`src/rtl/mode_encoder.sv`:
```
// mode_encoder: debounced push-button to one-hot recorder mode encoder.
// Ports:
//   i_clk, i_rst_n                 clock, async active-low reset
//   i_key_record/play/pause/stop   raw active-low keys, asynchronous
//   i_rec_done, i_play_done        synchronous 1-cycle done pulses
//   o_mode                         IDLE=000 RECORD=001 PLAY=010 PAUSE=100
//   o_new_session                  pulse on IDLE->RECORD / IDLE->PLAY
//   o_mode_changed                 pulse in the cycle o_mode takes a new value
//   o_resume_mode                  mode restored on leaving PAUSE, 000 elsewhere
module mode_encoder #(
  parameter int unsigned DEBOUNCE_CYCLES = 20'd1000000,
  parameter int unsigned CNT_W = 20
) (
  input  logic       i_clk,
  input  logic       i_rst_n,
  input  logic       i_key_record,
  input  logic       i_key_play,
  input  logic       i_key_pause,
  input  logic       i_key_stop,
  input  logic       i_rec_done,
  input  logic       i_play_done,
  output logic [2:0] o_mode,
  output logic       o_new_session,
  output logic       o_mode_changed,
  output logic [2:0] o_resume_mode
);
  typedef enum logic [2:0] {IDLE = 3'b000, RECORD = 3'b001, PLAY = 3'b010, PAUSE = 3'b100} state_e;
  localparam logic [CNT_W-1:0] LAST = CNT_W'(DEBOUNCE_CYCLES - 1);
  // key bit order: 0 record, 1 play, 2 pause, 3 stop
  logic [3:0] keys, sync1_q, sync2_q, deb_q, deb_d, deb_prev_q, ev;
  logic [3:0][CNT_W-1:0] cnt_q, cnt_d;
  state_e state_q, state_d;
  logic [2:0] resume_q, resume_d;
  logic new_session_q, mode_changed_q;
  assign keys = {i_key_stop, i_key_pause, i_key_play, i_key_record};
  // press event: debounced level fell on the previous edge
  assign ev = deb_prev_q & ~deb_q;
  always_comb begin
    cnt_d = cnt_q;
    deb_d = deb_q;
    for (int i = 0; i < 4; i++) begin
      cnt_d[i] = (sync2_q[i] == deb_q[i] || cnt_q[i] == LAST) ? '0 : cnt_q[i] + CNT_W'(1);
      deb_d[i] = (sync2_q[i] != deb_q[i] && cnt_q[i] == LAST) ? sync2_q[i] : deb_q[i];
    end
  end
  // per-state ternary chains encode done > stop > pause > record > play
  always_comb begin
    state_d = IDLE;
    case (state_q)
      IDLE:    state_d = ev[0] ? RECORD : ev[1] ? PLAY : IDLE;
      RECORD:  state_d = (i_rec_done || ev[3]) ? IDLE : ev[2] ? PAUSE : RECORD;
      PLAY:    state_d = (i_play_done || ev[3]) ? IDLE : ev[2] ? PAUSE : PLAY;
      PAUSE:   state_d = ev[3] ? IDLE :
                         (ev[2] || (resume_q == RECORD && ev[0]) || (resume_q == PLAY && ev[1])) ?
                         state_e'(resume_q) : PAUSE;
      default: state_d = IDLE;
    endcase
    // remember the mode we paused from; cleared whenever PAUSE is left
    resume_d = (state_d == PAUSE) ? ((state_q == PAUSE) ? resume_q : state_q) : 3'b000;
  end
  always_ff @(posedge i_clk or negedge i_rst_n) begin
    if (!i_rst_n) begin
      sync1_q        <= '1;
      sync2_q        <= '1;
      deb_q          <= '1;
      deb_prev_q     <= '1;
      cnt_q          <= '0;
      state_q        <= IDLE;
      resume_q       <= '0;
      new_session_q  <= 1'b0;
      mode_changed_q <= 1'b0;
    end else begin
      sync1_q        <= keys;
      sync2_q        <= sync1_q;
      deb_q          <= deb_d;
      deb_prev_q     <= deb_q;
      cnt_q          <= cnt_d;
      state_q        <= state_d;
      resume_q       <= resume_d;
      new_session_q  <= (state_q == IDLE) && (state_d != IDLE);
      mode_changed_q <= state_d != state_q;
    end
  end
  assign o_mode         = (state_q inside {IDLE, RECORD, PLAY, PAUSE}) ? state_q : IDLE;
  assign o_new_session  = new_session_q;
  assign o_mode_changed = mode_changed_q;
  assign o_resume_mode  = (state_q == PAUSE) ? resume_q : 3'b000;
endmodule

```
`config.mk`:
```
export PLATFORM = sky130hd
export DESIGN_NAME = mode_encoder
export DESIGN_NICKNAME = d
export VERILOG_FILES = /design/src/rtl/mode_encoder.sv
export SDC_FILE = /design/constraint.sdc
export NUM_CORES = 1
export LEC_CHECK = 0
export BUFFER_PORTS_ARGS = -buffer_cell sky130_fd_sc_hd__buf_4
export CAP_MARGIN = 5
export CORE_UTILIZATION = 40
export DETAILED_ROUTE_END_ITERATION = 10
export PLACE_DENSITY = 0.68
export SYNTH_ARGS = -nofsm -noshare
export SYNTH_HDL_FRONTEND = slang
export SYNTH_SLANG_ARGS = --single-unit
```
`constraint.sdc`:
```
create_clock -name i_clk -period 1.7 [get_ports i_clk]
set_input_delay 0.34 -clock i_clk [delete_from_list [all_inputs] [get_ports i_clk]]
set_output_delay 0.34 -clock i_clk [all_outputs]
set_load 0.005 [all_outputs]
```
# ---- Yosys cells after proc, flatten, opt, wreduce, memory -nomap -nowiden
# Index checks and enable logic that the tools add are counted.
dict set report op_classes {
  n_addsub 4
  eq_ne 20
  muxes 17
  bitwise 2
  reduce_logical 18
}
# operator n
set op_table {}
lappend op_table {{$add 20x1->20 const B} 4}
lappend op_table {{$eq 20x20->1 const B} 4}
lappend op_table {{$mux 20} 4}
lappend op_table {{$mux 3} 10}
lappend op_table {{$pmux 3 s4} 1}
lappend op_table {{$logic_or 1x1->1} 8}
lappend op_table {{$logic_and 1x1->1} 7}
lappend op_table {{$eq 3x1->1 const B} 2}
lappend op_table {{$eq 3x2->1 const B} 2}
lappend op_table {{$eq 3x3->1 const B} 2}
lappend op_table {{$and 4x4->4} 1}
lappend op_table {{$eq 1x1->1} 4}
lappend op_table {{$mux 2} 2}
lappend op_table {{$ne 1x1->1} 4}
lappend op_table {{$not 4->4} 1}
lappend op_table {{$reduce_bool 4->1} 1}
lappend op_table {{$logic_not 3->1} 1}
lappend op_table {{$ne 3x3->1} 1}
lappend op_table {{$reduce_bool 3->1} 1}
lappend op_table {{$ne 2x2->1 const B} 1}
dict set report word_totals {
  reg_bits 104
  inputBits 8
  output_inout_bits 8
  elab_cells 76
}

# ---- Longest topological paths before layout
# Gate-level depths: netlist of run 1.
dict set report depth {
  ltp_word 10
  ltp_mapped 6
}

# ---- Worst setup path before layout of run 1
# No wires, ideal clock.
dict set report synth_path {
  kind {flip-flop to flip-flop}
  start {register cnt_q[15] (netlist bit)}
  end {register deb_q[0]}
  arrival_ns 1.843
  required_time_ns 1.618
  setup_slack_ns -0.225
  stages_incl_launch_ff 5
  path_buffers 0
  cell_sequence {dfrtp_1 > or4b_1 > or4_4 > nor2_1 > mux2_2}
}
dict set report synth_via {
  elab_chain_cells 2
}
# item line_no
set synth_lines {}
lappend synth_lines {{from (decl)} 31} ;# logic [3:0][CNT_W-1:0] cnt_q, cnt_d;
lappend synth_lines {{from (signal assigned)} 77} ;# cnt_q <= cnt_d;
lappend synth_lines {{$eq 20x20->1} 43} ;# deb_d[i] = (sync2_q[i] != deb_q[i] && cnt_q[i] == LAST) ? sync2_q[i] : deb_q[i];
lappend synth_lines {{$logic_and 1x1->1} 43}
lappend synth_lines {{to (signal assigned)} 65} ;# deb_q <= '1;
lappend synth_lines {{to (signal assigned)} 75} ;# deb_q <= deb_d;
lappend synth_lines {{to (decl)} 30} ;# logic [3:0] keys, sync1_q, sync2_q, deb_q, deb_d, deb_prev_q, ev;
# No other way between the ends.
# A chain may end at the register's enable or synchronous reset.

==> results_dict.tcl, run 1 <==
set metrics [dict create \
    areaGrowthSynthToFinish_pct 32.4 \
    drt-pass1-iter-count 6 \
    critical_path.endpoint "cnt_q[8]$_DFF_PN0_" \
    finClkSkew_ns 0.00784 \
    seq_area_sq_um 2620 \
    synth_top_family_by_area "simple AND/OR/NAND/NOR gates" \
    start_kind "register" \
    startpoint "cnt_q[11]$_DFF_PN0_" \
    wl_met1_um 5160 \
    relSlewSlack 0.681 \
    utilization 0.542 \
    ys_seq_area_frac 0.507 \
    synthAdderAreaFrac 0.00968 \
    violations "negative setup slack" \
    drv_slew 0 \
    syn_inst 514 \
    fin_crit_sh 1.16 \
    critPathMaxFanout 7 \
    grt_pass1_vias 4095 \
    rrSetupSlack_ns -0.27 \
    critPathMaxStageDelay_ns 0.55 \
    drt_iter0_drc 299 \
    power_frac_comb 0.053 \
    p_per_area_nw_per_um2 713 \
    vias 4336 \
    synthesis.area_sq_um 5170 \
    row_count 41 \
    ys_warn_count 0 \
    h-tree-depth 3 \
    status "complete, but fails checks" \
    r2r-end "cnt_q[8]$_DFF_PN0_" \
    drv_cap 0 \
    fin_ws_ns -0.266 \
    top_layer "met4" \
    p_sw_mw 1.08 \
    p_int_mw 3.80 \
    ys.flop_type "dfrtp_1" \
    worstPathRequired_ns 1.94 \
    ant_nets 0 \
    crit_family "simple AND/OR/NAND/NOR gates" \
    die_h_um 116 \
    synth_nets 526 \
    worstReg2RegStart "cnt_q[11]$_DFF_PN0_" \
    hold_viol_final 0 \
    p_clk_frac 0.427 \
    met3_length_um 513 \
    power_mw 4.88 \
    clockBufferDepth 2 \
    place_hpwl_um 7840 \
    antenna_cells 0 \
    tightest_slew_ns 0.477 \
    nets 626 \
    antenna_found_initial 0 \
    drc 0 \
    wl_per_cell_um 15.3 \
    fp.coreArea_sq_um 12600 \
    ys_top_cells_by_area "dfrtp_1, dfstp_2, xor2_1, nor2_1, nand4_1" \
    grt_usage 0.184 \
    endpoint_kind "register" \
    synth_compound_area_frac 0.0821 \
    vias_per_cell 5.48 \
    dieWidth_um 116 \
    grt_max_degree 35 \
    hold_path_class "input port to register" \
    io_buffers 15 \
    overflow 0 \
    clk_latency_ns 0.35 \
    fmax_mhz 509 \
    numClockSinks 104 \
    num-fill-cells 1107 \
    path_cells "or4_1 -> or4_4 -> o21ai_4 -> buf_6 -> nor2_1" \
    power_frac_seq 0.520 \
    tritoncts "built" \
    met2WireLength_um 6080 \
    io_pins 16 \
    arrival_ns 2.20 \
    grt_first_pass_wirelength_um 19100 \
    synth_xor_area_frac 0.0898 \
    cp_num_buf_inv 1 \
    dieArea_sq_um 13400 \
    ys_ff_latch 104 \
    p_sw_frac 0.221 \
    synth_area_leader_cell "dfrtp_1" \
    drt_wl_total_um 12100 \
    gp_congestion 0.867 \
    p_leak_nw 2.88 \
    grt_setup_unrepaired "true" \
    path_depth 5 \
    setup_tns_ns -6.47 \
    start_util 0.410 \
    min_period_ns 1.97 \
    syn_avg_cell_area_sq_um 10.1 \
    multi_input_area_sq_um 2700 \
    synthMuxAreaShare 0.0107 \
    synth_cell_types 52 \
    worstSetupPathType "register to register" \
    yosys.area_share.simple 0.270 \
    worst_r2r_path_depth 5 \
    cp_slowest_cell "or4_4" \
    setup-violations-final 47 \
    clockRootBuffer "clkbuf_16" \
    worst_setup_hold_path_clk_slew_ns 0.07 \
    ir_drop_uv 579 \
    yosysTopAreaCellShare 0.426 \
    numCtsBuffers 9 \
    drive_above_1_share 0.341 \
    async_flop_share 1.00 \
    synth_edf_count 0 \
]
[power by group through the flow]
stage	clock [mW]	combinational [mW]	sequential (mW)
floorplan	0	0.0843	2.58
global placement	0	0.206	2.58
detailed placement	0	0.212	2.59
CTS	2.15	0.225	2.54
global route	2.24	0.287	2.54
finish	2.08	0.257	2.54
[registers in the layout, summed over array words and instances (netlist names)]
signal and flops:
cnt_q 80, deb_q 4, sync2_q 4, state_q 3, sync1_q 4, deb_prev_q 4
o_new_session 1, o_mode_changed 1, resume_q 3
[area by class of cell]
cell class / instances / area share
flip-flops and latches: 104 / 0.383
clock inverters: 6 / 0.00969
repair buffers: 111 / 0.141
clock buffers: 10 / 0.0349
multi-input cells: 379 / 0.394
inverters: 9 / 0.00494
well taps: 172 / 0.0314
[routing by layer]
layer	GRT usage	up-vias
met3	0.0413	34
met4	0.0667	0
met2	0.309	125
met1	0.235	2127
li1	-	2050
met5	0	-
[cell usage in the layout, fill, tap and decap left out, drive strengths merged, types with 5 or more instances in the layout]
cell type,count
and3,10
dfstp,16
nor4,12
xnor2,14
inv,10
nand4,30
nand2,31
clkbuf,10
nand3,33
nor3,9
o31ai,15
buf,110
xor2,39
nor2b,6
and2,15
o21ai,12
nor2,60
and4,5
or4,15
dfrtp,88
a21oi,22
or3,10
[synthesized netlist by cell type (all sizes together), types with 14 or more instances]
| cell | count |
|---|---|
| or4 | 15 |
| dfstp | 16 |
| and2 | 15 |
| nand2 | 31 |
| a21oi | 22 |
| xor2 | 39 |
| nor2 | 60 |
| nand4 | 30 |
| xnor2 | 14 |
| nand3 | 33 |
| o31ai | 15 |
| dfrtp | 88 |
[what timing repair did]
item,4_1_cts,5_1_grt
hold buffers,1,0
pin swaps,8,24
hold endpoints to repair,21,0
setup endpoints to repair,52,78
setup buffers,11,13
cloned,1,1
resized for setup,36,64
[worst min path at each step]
stage / start / endpoint / slack [ns] / depth (start not counted)
global route: i_key_stop / sync1_q[3]$_DFF_PN1_ / 0.08 / 1
detailed placement: i_rst_n / o_mode_changed$_DFF_PN0_ / 0.29 / 1
floorplan: i_rst_n / cnt_q[0]$_DFF_PN0_ / 0.04 / 0
finish: i_key_stop / sync1_q[3]$_DFF_PN1_ / 0.1 / 1
global placement: i_rst_n / o_mode_changed$_DFF_PN0_ / 0.29 / 1
CTS: i_key_play / sync1_q[1]$_DFF_PN1_ / 0.08 / 1
[logic make-up (layout without fill, tap and decap cells)]
group,Yosys count,count (layout)
flip-flops,104,104
buffers and inverters,31,136
multiplexers,5,5
AO/OA/AOI/OAI,63,63
AND/OR/NAND/NOR,254,254
XOR/XNOR,53,53
adder cells (fa/ha/maj),4,4
[per-stage QoR]
| step | hold WS [ns] | std cells | worst slack (ns) | cell area, sq um |
|---|---|---|---|---|
| 2_1_floorplan | 0.0444 | 514 | -0.215 | 5180 |
| 3_3_place_gp | 0.288 | 751 | -0.261 | 5970 |
| 3_5_place_dp | 0.290 | 751 | -0.268 | 5970 |
| 4_1_cts | 0.0828 | 780 | -0.267 | 6520 |
| 5_1_grt | 0.0774 | 791 | -0.339 | 6840 |
| 6_report | 0.0969 | 791 | -0.266 | 6840 |
Power figures use the tool's default switching activity.
==> run 2: changes to the inputs <==
Settings changed: ABC_AREA set to 1.
==> run 2 against run 1 <==
Against the previous run:
- the flow now finishes without violations
- utilization fell by 5.7 points
- global-route usage fell by 1.7 points
- flip-flop and latch count is the same
- power down 3.5%
- largest cell class unchanged
==> results_dict.tcl, run 2 <==
set metrics [dict create \
    pre_cts_slack_ns -0.00319 \
    vias_per_cell 4.85 \
    clockRootBuffer "clkbuf_16" \
    clk_latency_ns 0.35 \
    worstReg2RegStart "cnt_q[10]$_DFF_PN0_" \
    place_hpwl_um 7980 \
    row_count 42 \
    ys_top_cells_by_count "nand2_1, nor2_1, inv_1" \
    io_buffers 15 \
    endpoint_kind "output port" \
    ir_drop_uv 584 \
    areaGrowthSynthToFinish_pct 18.2 \
    synth.most_common_cell "nand2_1" \
    min_period_ns 1.65 \
    syn_inst 685 \
    drc 0 \
    hold_path_depth 1 \
    layout_commonest_cell "nand2_1" \
    drv_slew 0 \
    fin_crit_sh 0.969 \
    io_pins 16 \
    drt_wl_total_um 11300 \
    drive_above_1_share 0.173 \
    syn_avg_cell_area_sq_um 7.96 \
    overflow 0 \
    hold_viol_final 0 \
    synth_edf_count 0 \
    relSlewSlack 0.668 \
    tightest_slew_ns 0.493 \
    antenna_cells 0 \
    fmax_mhz 607 \
    min_from "i_key_stop" \
    power_mw 4.71 \
    ys_warn_count 0 \
    setup_tns_ns 0 \
    fin_ws_ns 0.0529 \
    hold_end "sync1_q[3]$_DFF_PN1_" \
    dieWidth_um 119 \
    drt-pass1-iter-count 5 \
    worst_r2r_path_depth 4 \
    r2r-end "cnt_q[3]$_DFF_PN0_" \
    ys_ff_latch 104 \
    nets 746 \
    numCtsBuffers 9 \
    grt_setup_unrepaired "true" \
    drv_cap 0 \
    antenna_found_initial 0 \
    vias 4441 \
    async_flop_share 1.00 \
    p_leak_nw 2.86 \
    setup-violations-final 0 \
    fp.coreArea_sq_um 13300 \
    start_kind "register" \
    worstPathRequired_ns 1.36 \
    utilization 0.485 \
    worst_setup_hold_path_clk_slew_ns 0.07 \
    worstSetupPathType "register to output port" \
    clockBufferDepth 2 \
    ys.flop_type "dfrtp_1" \
    finClkSkew_ns 0.0105 \
    hold_path_class "input port to register" \
    ys_top_cells_by_area "dfrtp_1, nand2_1, nor2_1, dfstp_2, inv_1" \
    die_h_um 119 \
    synthesis.area_sq_um 5460 \
    synth_nets 697 \
    start_util 0.410 \
    arrival_ns 1.31 \
    gp_congestion 0.923 \
    grt_usage 0.167 \
    final_cell_mix "nand2_1, nor2_1, inv_1" \
    grt_first_pass_wirelength_um 19100 \
    grt_pass1_vias 4192 \
    numClockSinks 104 \
    p_per_area_nw_per_um2 731 \
    regMostFlops "cnt_q" \
    dieArea_sq_um 14100 \
    wl_per_cell_um 12.3 \
    tritoncts "built" \
    drt_iter0_drc 238 \
    critPathMaxFanout 6 \
    rrSetupSlack_ns 0.10 \
    synth_cell_types 32 \
    ant_nets 0 \
    synth_area_leader_cell "dfrtp_1" \
    grt_max_degree 55 \
    ys_seq_area_frac 0.481 \
    largest_reg_flops 80 \
    status "finished clean" \
    yosysTopAreaCellShare 0.404 \
    h-tree-depth 3 \
]
[run 2: cell types whose count changed after synthesis, moves of 13 or more]
| cell | change |
|---|---|
| nand4_1 | -13 |
| nor2_1 | +71 |
| inv_1 | +81 |
| nor3_1 | +27 |
| and2_1 | -15 |
| o31ai_1 | -14 |
| nand2_1 | +111 |
| or4_1 | -14 |
[run 2: power by group]
part | total [mW] | internal [mW] | switching [mW]
Clock | 1.98 | 1.04 | 0.931
Combinational | 0.194 | 0.0684 | 0.125
Sequential | 2.54 | 2.51 | 0.0284
[run 2: repair_timing]
action / in CTS / in global routing
pin swaps: 1 / 11
endpoints found under the setup margin: 4 / 64
resized for setup: 11 / 34
cloned: 0 / 3
hold endpoints to repair: 29 / 0
buffers inserted: 2 / 6
hold buffers: 1 / 0
[run 2: how the worst max path moves through the flow]
stage / from / endpoint / slack [ns] / depth (start not counted)
2_1_floorplan: cnt_q[20]$_DFF_PN0_ / cnt_q[29]$_DFF_PN0_ / 0.11 / 9
3_3_place_gp: cnt_q[40]$_DFF_PN0_ / cnt_q[48]$_DFF_PN0_ / 0.11 / 9
3_5_place_dp: cnt_q[40]$_DFF_PN0_ / cnt_q[44]$_DFF_PN0_ / -0.003 / 9
4_1_cts: cnt_q[40]$_DFF_PN0_ / cnt_q[53]$_DFF_PN0_ / 0.009 / 9
5_1_grt: cnt_q[61]$_DFF_PN0_ / cnt_q[68]$_DFF_PN0_ / -0.03 / 8
6_report: state_q[1]$_DFF_PN0_ / o_resume_mode[1] / 0.05 / 4
[run 2: worst max-delay path: stages, from the launching register on]
cell	delay, ns
dfrtp_2	0.46
nor2_4	0.15
nand2_4	0.10
nor2_4	0.14
buf_6	0.11
[run 2: per-stage QoR]
stage | hold slack, ns | area [sq um] | std cells
after floorplan | 0.0444 | 5460 | 685
after global placement | 0.346 | 5880 | 887
after detailed placement | 0.347 | 5880 | 887
after CTS | 0.0830 | 6230 | 906
after global routing | 0.0813 | 6450 | 915
final | 0.0955 | 6450 | 915
[run 2: area by class of cell]
class	instances	area, sq um
well taps	176	220
flip-flops and latches	104	2630
fillers	1260	6850
inverters	94	353
multi-input cells	486	2640
clock inverters	5	41.3
clock buffers	11	243
repair buffers	39	328
[run 2: kinds of logic after synthesis]
group,after synthesis,share of synthesized area
flops,104,0.481
compound gates,30,0.0289
buf+inv,98,0.0729
simple gates,407,0.341
xor+xnor,42,0.0674
fa+ha+maj,4,0.00917
[run 2: metal layers]
metal	vias to the layer above	track usage	part of all wire
li1	2274	-	-
met1	2085	0.228	0.47
met2	72	0.270	0.48
met3	10	0.0314	0.036
met4	0	0.0491	0.0066
met5	-	0	0
==> run 3: changes to the inputs <==
Settings changed: PLACE_DENSITY 0.68 to 0.58.
==> run 3 against run 2 <==
Against the previous run:
- register-to-register slack worse by 0.04 ns
- setup slack worse by 0.0061 ns
- wire length up 5.1%
- via count up 2.2%
- global-route usage up 0.94 points
==> results_dict.tcl, run 3 (synthesis gave the netlist of run 2 again) <==
set metrics [dict create \
    status "finished clean" \
    drv_slew 0 \
    grt_setup_unrepaired "true" \
    worstSetupPathType "register to output port" \
    p_int_mw 3.73 \
    fp.coreArea_sq_um 13300 \
    arrival_ns 1.31 \
    largest_reg_flops 80 \
    hold_path_class "input port to register" \
    p_sw_frac 0.227 \
    drv_cap 0 \
    drc 0 \
    path_common_cell "nor2_4" \
    io_buffers 15 \
    critPathMaxStageDelay_ns 0.45 \
    p_clk_frac 0.431 \
    numClockSinks 104 \
    min_from "i_key_stop" \
    clk_latency_ns 0.35 \
    grt_pass1_vias 4358 \
    h-tree-depth 3 \
    row_count 42 \
    dieArea_sq_um 14100 \
    antenna_found_initial 0 \
    grt_max_degree 31 \
    worstReg2RegStart "cnt_q[12]$_DFF_PN0_" \
    tritoncts "built" \
    antenna_cells 0 \
    stdcell_count 923 \
    overflow 0 \
    ir_drop_uv 591 \
    areaGrowthSynthToFinish_pct 18.5 \
    p_per_area_nw_per_um2 746 \
    drt_iter0_drc 219 \
    drt_wl_total_um 11900 \
    wl_per_cell_um 12.8 \
    power_frac_seq 0.526 \
    setup-violations-final 0 \
    die_h_um 119 \
    crit_family "flip-flops" \
    final_cell_mix "nand2_1, nor2_1, inv_1" \
    regMostFlops "cnt_q" \
    numCtsBuffers 9 \
    fin_crit_sh 0.972 \
    power_frac_comb 0.043 \
    dp_cells 889 \
    tightest_slew_ns 0.714 \
    clockRootBuffer "clkbuf_16" \
    fmax_mhz 605 \
    ant_nets 0 \
    start_kind "register" \
    relSlewSlack 0.523 \
    vias_per_cell 4.92 \
    p_sw_mw 1.10 \
    dieWidth_um 119 \
    layout_commonest_cell "nand2_1" \
    drive_above_1_share 0.179 \
    startpoint "state_q[1]$_DFF_PN0_" \
    cp_slowest_cell "dfrtp_2" \
    worst_setup_hold_path_clk_slew_ns 0.07 \
    p_leak_nw 2.90 \
    clockBufferDepth 2 \
    hold_slack_ns 0.0891 \
    gp_congestion 0.891 \
    worstPathRequired_ns 1.36 \
    endpoint_kind "output port" \
    path_cells "nor2_4 -> nand2_4 -> nor2_4 -> buf_6" \
    nets 754 \
    grt_first_pass_wirelength_um 19900 \
    drt-pass1-iter-count 5 \
    hold_viol_final 0 \
    setup_tns_ns 0 \
    start_util 0.410 \
    place_hpwl_um 8280 \
    grt_usage 0.177 \
    finClkSkew_ns 0.00813 \
    vias 4537 \
    min_period_ns 1.65 \
    io_pins 16 \
    cp_num_buf_inv 1 \
    utilization 0.486 \
    critPathMaxFanout 7 \
]
-- run 3: cell types whose count changed in the layout (fill, tap and decap cells not counted), moves of 3 or more --
cell	previous run	this run
nor2_4	10	6
nand2_1	136	139
buf_4	34	39
clkinv_2	0	3
nor2_2	4	8
-- run 3: final cells by class --
class | instances | area [sq um]
multi-input cells | 490 | 2630
inverters | 94 | 353
repair buffers | 43 | 345
fillers | 1269 | 6830
well taps | 176 | 220
clock inverters | 7 | 70.1
clock buffers | 9 | 225
flip-flops and latches | 104 | 2630
-- run 3: worst paths after layout --
check                                       end  slack (ns)  cells past startpoint
setup / recovery               o_resume_mode[0]        0.05                      4
hold / removal             sync1_q[3]$_DFF_PN1_        0.09                      1
setup reg to reg            cnt_q[11]$_DFF_PN0_        0.06                      5
hold reg to reg            sync2_q[1]$_DFF_PN1_        0.36                      0
max in group asynchronous  sync1_q[2]$_DFF_PN1_        0.68                      3
min in group asynchronous   cnt_q[22]$_DFF_PN0_        0.43                      2
-- run 3: metal layers --
| layer | global-route usage | up-vias | wire length [um] |
|---|---|---|---|
| met2 | 0.295 | 80 | 5750 |
| li1 | - | 2286 | - |
| met3 | 0.0386 | 16 | 386 |
| met4 | 0.0641 | 0 | 212 |
| met5 | 0 | - | 0 |
| met1 | 0.224 | 2155 | 5510 |
-- run 3: power groups by stage --
stage | sequential, mW | combinational, mW | clock (mW)
detailed placement | 2.58 | 0.183 | 0
global route | 2.54 | 0.239 | 2.25
CTS | 2.54 | 0.189 | 2.16
floorplan | 2.58 | 0.0860 | 0
global placement | 2.58 | 0.181 | 0
finish | 2.54 | 0.208 | 2.08
-- run 3: worst reg2reg max path, cell delays in order (launching register included) --
cell	delay [ns]
dfrtp_1	0.45
or2_1	0.23
nor3_1	0.33
nand4_4	0.25
nand2_4	0.21
nor2_1	0.07
-- run 3: repair_timing --
action | in CTS | in global routing
pin swaps | 2 | 10
endpoints found under the setup margin | 5 | 82
hold buffers | 1 | 0
setup buffers | 3 | 7
endpoints found under the hold margin | 14 | 0
gates cloned | 0 | 7
gates resized for setup | 11 | 27
-- run 3: stage by stage --
| stage | area, sq um | power (mW) | worst slack, ns |
|---|---|---|---|
| 2_1_floorplan | 5460 | 2.67 | 0.110 |
| 3_3_place_gp | 5880 | 2.76 | 0.0721 |
| 3_5_place_dp | 5880 | 2.77 | -0.0741 |
| 4_1_cts | 6250 | 4.88 | 0.0218 |
| 5_1_grt | 6460 | 5.03 | -0.0524 |
| 6_report | 6460 | 4.83 | 0.0468 |
